--- src/rtl/key_pkg.sv ---
// Shared key-path definitions: key count, code width and one-hot helpers.
package key_pkg;

    localparam int unsigned KEY_W  = 4;
    localparam int unsigned CODE_W = $clog2(KEY_W);

    // Bit index of the single set bit; zero when no bit is set.
    function automatic logic [CODE_W-1:0] onehot_to_code(input logic [KEY_W-1:0] k);
        logic [CODE_W-1:0] code;
        code = '0;
        for (int i = 0; i < int'(KEY_W); i++) begin
            if (k[i]) begin
                code = code | CODE_W'(i);
            end
        end
        return code;
    endfunction

    // True when exactly one bit of k is set.
    function automatic logic is_onehot(input logic [KEY_W-1:0] k);
        int unsigned ones;
        ones = 0;
        for (int i = 0; i < int'(KEY_W); i++) begin
            ones = ones + 32'(k[i]);
        end
        return ones == 1;
    endfunction

endpackage

--- src/rtl/sync_fifo.sv ---
// Generic single-clock FIFO, first-word-fall-through, with occupancy count.
// A push while full is accepted only if a pop happens in the same cycle.
module sync_fifo #(
    parameter int unsigned WIDTH = 2,
    parameter int unsigned DEPTH = 8
) (
    input  logic                     clk,
    input  logic                     rst,
    input  logic                     push,
    input  logic                     pop,
    input  logic [WIDTH-1:0]         din,
    output logic [WIDTH-1:0]         dout,
    output logic [$clog2(DEPTH):0]   count,
    output logic                     full,
    output logic                     empty
);

    localparam int unsigned PTR_W = $clog2(DEPTH);
    localparam int unsigned CNT_W = PTR_W + 1;

    logic [WIDTH-1:0] mem [DEPTH];
    logic [PTR_W-1:0] wr_ptr;
    logic [PTR_W-1:0] rd_ptr;
    logic [CNT_W-1:0] count_nxt;
    logic             do_push;
    logic             do_pop;

    assign do_pop  = pop && !empty;
    assign do_push = push && (!full || do_pop);
    assign dout    = mem[rd_ptr];

    // Next occupancy from the accepted push/pop pair.
    always_comb begin
        count_nxt = count;
        if (do_push && !do_pop) begin
            count_nxt = CNT_W'(count + 1'b1);
        end else if (do_pop && !do_push) begin
            count_nxt = CNT_W'(count - 1'b1);
        end
    end

    // Pointers, count and registered full/empty flags.
    always_ff @(posedge clk or posedge rst) begin
        if (rst) begin
            wr_ptr <= '0;
            rd_ptr <= '0;
            count  <= '0;
            full   <= 1'b0;
            empty  <= 1'b1;
        end else begin
            if (do_push) begin
                wr_ptr <= PTR_W'(wr_ptr + 1'b1);
            end
            if (do_pop) begin
                rd_ptr <= PTR_W'(rd_ptr + 1'b1);
            end
            count <= count_nxt;
            full  <= (count_nxt == CNT_W'(DEPTH));
            empty <= (count_nxt == '0);
        end
    end

    // Storage; cleared on reset so the head output reads zero after reset.
    always_ff @(posedge clk or posedge rst) begin
        if (rst) begin
            for (int i = 0; i < int'(DEPTH); i++) begin
                mem[i] <= '0;
            end
        end else if (do_push) begin
            mem[wr_ptr] <= din;
        end
    end

endmodule

--- src/rtl/key_event_queue.sv ---
// Encodes one-hot key pulses into codes and queues them for a valid/ready consumer.
// Multi-hot input is rejected and flagged; drops on a full queue set a sticky overflow.
module key_event_queue #(
    parameter int unsigned KEY_W = key_pkg::KEY_W,
    parameter int unsigned DEPTH = 8
) (
    input  logic                       clk,
    input  logic                       rst,
    input  logic [KEY_W-1:0]           key_val,
    output logic                       evt_valid,
    output logic [$clog2(KEY_W)-1:0]   evt_code,
    input  logic                       evt_ready,
    output logic [$clog2(DEPTH):0]     count,
    output logic                       overflow,
    input  logic                       ovf_clr,
    output logic                       err_multi
);

    import key_pkg::*;

    localparam int unsigned KC_W = $clog2(KEY_W);

    logic            push_req;
    logic            multi_req;
    logic [KC_W-1:0] push_code;
    logic            fifo_full;
    logic            fifo_empty;
    logic            pop_now;
    logic            drop;

    // Classify this cycle's key input.
    always_comb begin
        push_req  = is_onehot(key_val);
        multi_req = (|key_val) && !push_req;
        push_code = onehot_to_code(key_val);
    end

    assign pop_now   = evt_ready && !fifo_empty;
    assign drop      = push_req && fifo_full && !pop_now;
    assign evt_valid = !fifo_empty;

    sync_fifo #(
        .WIDTH (KC_W),
        .DEPTH (DEPTH)
    ) u_fifo (
        .clk   (clk),
        .rst   (rst),
        .push  (push_req),
        .pop   (evt_ready),
        .din   (push_code),
        .dout  (evt_code),
        .count (count),
        .full  (fifo_full),
        .empty (fifo_empty)
    );

    // Sticky overflow (a new drop beats a clear) and one-cycle multi-hot flag.
    always_ff @(posedge clk or posedge rst) begin
        if (rst) begin
            overflow  <= 1'b0;
            err_multi <= 1'b0;
        end else begin
            err_multi <= multi_req;
            if (drop) begin
                overflow <= 1'b1;
            end else if (ovf_clr) begin
                overflow <= 1'b0;
            end
        end
    end

endmodule
--- config.mk ---
export PLATFORM = sky130hd
export DESIGN_NAME = key_event_queue
export DESIGN_NICKNAME = d
export VERILOG_FILES = /design/src/rtl/key_pkg.sv /design/src/rtl/sync_fifo.sv /design/src/rtl/key_event_queue.sv
export SDC_FILE = /design/constraint.sdc
export NUM_CORES = 1
export LEC_CHECK = 0
export BUFFER_PORTS_ARGS = -buffer_cell sky130_fd_sc_hd__buf_4
export CORE_ASPECT_RATIO = 0.9
export CORE_UTILIZATION = 50
export CTS_BUF_LIST = sky130_fd_sc_hd__clkbuf_2 sky130_fd_sc_hd__clkbuf_4 sky130_fd_sc_hd__clkbuf_8
export DETAILED_ROUTE_END_ITERATION = 16
export PLACE_DENSITY_LB_ADDON = 0.15
export SLEW_MARGIN = 20
export SYNTH_ARGS = -nofsm -noshare
export SYNTH_HDL_FRONTEND = slang
export SYNTH_SLANG_ARGS = --single-unit
--- constraint.sdc ---
create_clock -name clk -period 5.6 [get_ports clk]
set_clock_uncertainty 0.1 [all_clocks]
set_input_delay 1.12 -clock clk [delete_from_list [all_inputs] [get_ports clk]]
set_output_delay 1.12 -clock clk [all_outputs]
set_load 0.1 [all_outputs]
==> impl_metrics.yaml <==
status:
  status: "finished, final reports clean"
logic_synthesis:
  async_reset_ff_frac: 1.000
  netlist_top_cells_area: "dfrtp_1 (46%), mux2_2 (12%), mux4_2 (5.8%), ha_1 (5.6%), xnor2_1 (3.4%)"
  synthCells: 126
  post-synth-top-count-cell: "dfrtp_1"
  syn-num-nets: 142
  ys_warn_count: 0
  syn-cell-area_um2: 1567
  ys.flop_type: "dfrtp_1"
  yosysSeqAreaShare: 0.4800
  synth_seq_cells: 30
  synth_common_cells: "dfrtp_1 (29), mux2_2 (16), inv_1 (10)"
  synth-edff-count: 0
  synth_area_leader_cell: "dfrtp_1"
  yosysUniqueCellTypes: 33
  syn_avg_cell_area_um2: 12.43
  synth_top_area_share: 0.4633
sta:
  finalHoldViolCount: 0
  post-route-period-util: 0.6517
  setup_viol: 0
  min_period_ps: 3650
  tightest_slew_ps: 618.2
  fin_tns_setup_ps: 0
  maxSlewViolCount: 0
  rsz0062_at_grt: "false"
  clock.fmax_mhz: 274.0
  slew_headroom: 0.5873
clock_tree:
  cts_tree: "yes"
  cts_hold_buf: 0
  ctsResizeCount: 0
  cts.sinks: 30
  clock_latency_ps: 320
  htree_levels: 2
  cts.reportedPaths.clkPinSlew_ps: 80
  clock_path_buffers: 2
  root_buffer: "clkbuf_4"
  cts_inserted_buffers: 5
  cts_setup_buffers: 0
die:
  die_h_um: 55.10
  start_util: 0.5477
  rows: 18
  core_area_um2: 2860
  die_area_um2: 3361
  die_x_um: 61
  io_pins: 17
setup_path:
  rrSetupSlack_ps: 3630
  critical-path-top-delay-family: "adder cells"
  slowest_stage: "fa_1"
  critical_path_class: "in2reg"
  r2r_cells: 5
  reg2reg_to: "u_fifo.mem[7]$_DFFE_PP0P_"
  reg2reg_from: "u_fifo.empty$_DFF_PP1_"
  max_stage_delay_ps: 540
  startpoint_type: "input port"
  crit_fanout: 7
  crit_chain: "buf_4 > inv_1 > fa_1 > inv_1 > ha_1 > ha_1 > or3b_4 > a21oi_4 > nand2b_1 > nor3b_2 > mux2_2"
  crit_required_ps: 5700
  crit_buf_inv: 3
  cp.arrival_ps: 3750
  worstSetupEndpointType: "flop"
cells_and_area:
  stdcell_count: 188
  area_delta_synth_final_pct: 14.46
  num_antenna_cells: 0
  final_nets: 163
  drive_gt1_frac: 0.3851
placement:
  placed_cells: 180
  portBuffers: 16
  dpl.hpwl_mm: 2.118
  routabilityCongestion: 0.7758
hold_path:
  hold_start: "u_fifo.mem[3]$_DFFE_PP0P_"
  hold_path.class: "reg2reg"
  min_to: "u_fifo.mem[3]$_DFFE_PP0P_"
  worstHoldPathCells: 1
global_route:
  grt_max_degree: 31
  grt_pass1_vias: 981
  antenna_found_initial: 0
  grt_pass1_wl_mm: 4.733
  track_usage: 0.2072
  grt_overflow: 0
route:
  ant_nets: 0
  vias: 1020
  first_pass_iters: 4
  drt_iter0_markers: 36
  remaining_drc_errors: 0
  viasPerCell: 5.426
  routed_wl_mm: 2.812
  wl_per_cell_um: 14.96
run:
  drv_cap: 0
==> how the worst max path moves through the flow <==
stage          cells after the start  slack (ps)       start                        end
2_1_floorplan                     10        1860  key_val[0]  u_fifo.mem[6]$_DFFE_PP0P_
3_3_place_gp                      11        1670  key_val[0]  u_fifo.mem[6]$_DFFE_PP0P_
3_5_place_dp                      11        1600  key_val[0]  u_fifo.mem[6]$_DFFE_PP0P_
4_1_cts                           11        1950  key_val[0]  u_fifo.mem[7]$_DFFE_PP0P_
5_1_grt                           11        1830  key_val[0]  u_fifo.mem[7]$_DFFE_PP0P_
6_report                          11        1950  key_val[0]  u_fifo.mem[7]$_DFFE_PP0P_
==> cells by family (layout without fill, tap and decap cells) <==
logic type / after synthesis / count (layout) / share of synthesized area
muxes: 22 / 22 / 0.1917
buffers and inverters: 12 / 34 / 0.02876
xor gates and xnor gates: 7 / 7 / 0.03914
and+or+nand+nor: 36 / 36 / 0.1446
DFF: 30 / 30 / 0.4800
adders and majority gates: 8 / 8 / 0.06869
AOI/OAI and AO/OA: 11 / 11 / 0.04712
==> placed cells by master (no fill, tap or decap) <==
master	instances
fa_1	1
o21ai_0	5
nand2b_1	2
nor3b_1	2
clkinv_2	1
xnor2_1	6
or2_2	1
mux4_2	4
mux2_2	16
nor3b_2	2
o31ai_1	1
mux2_4	2
a21oi_4	1
dfstp_2	1
a21oi_1	2
or3b_4	1
nor2b_1	1
nand4b_1	2
clkbuf_8	1
a22oi_1	2
buf_4	16
nand2_1	9
nand3_1	2
nor4_1	1
nand2_2	1
nor2_1	6
dfrtp_1	29
nor3_1	2
nor3_2	1
xor2_1	1
ha_1	7
nor3_4	1
inv_1	9
inv_2	1
clkbuf_4	6
and3_1	1
or3_4	1
==> sequential cells by signal (all words and copies together), names as in the netlist <==
register,count
u_fifo.empty,1
err_multi,1
u_fifo.rd_ptr,3
u_fifo.mem,16
u_fifo.full,1
overflow,1
u_fifo.count,4
u_fifo.wr_ptr,3
==> layout make-up <==
type                            instances  area, um^2
Clock buffer                            7       58.81
Clock inverter                          1       5.005
Fill cell                             237        1067
Inverter                               10       37.54
Multi-Input combinational cell         84       769.5
Sequential cell                        30       752.0
Tap cell                               40       50.05
Timing Repair Buffer                   16       120.1
==> through the flow <==
step             util  hold WS [ps]  setup WS, ps  cell area (um^2)
3_5_place_dp   0.6045         392.8          1596              1729
3_3_place_gp   0.6045         384.0          1672              1729
4_1_cts        0.6269         411.6          1948              1793
2_1_floorplan       -         344.8          1859              1567
5_1_grt        0.6269         430.7          1827              1793
6_report       0.6269         404.9          1950              1793
==> per-layer routing <==
metal | track usage | share of wire
met4 | 0.07576 | 0.016
met1 | 0.2881 | 0.49
met5 | 0 | 0
met2 | 0.3132 | 0.46
met3 | 0.05581 | 0.038
Power is not shown: default switching activity piles up to over one toggle a cycle in this logic, so the estimate is an artifact.
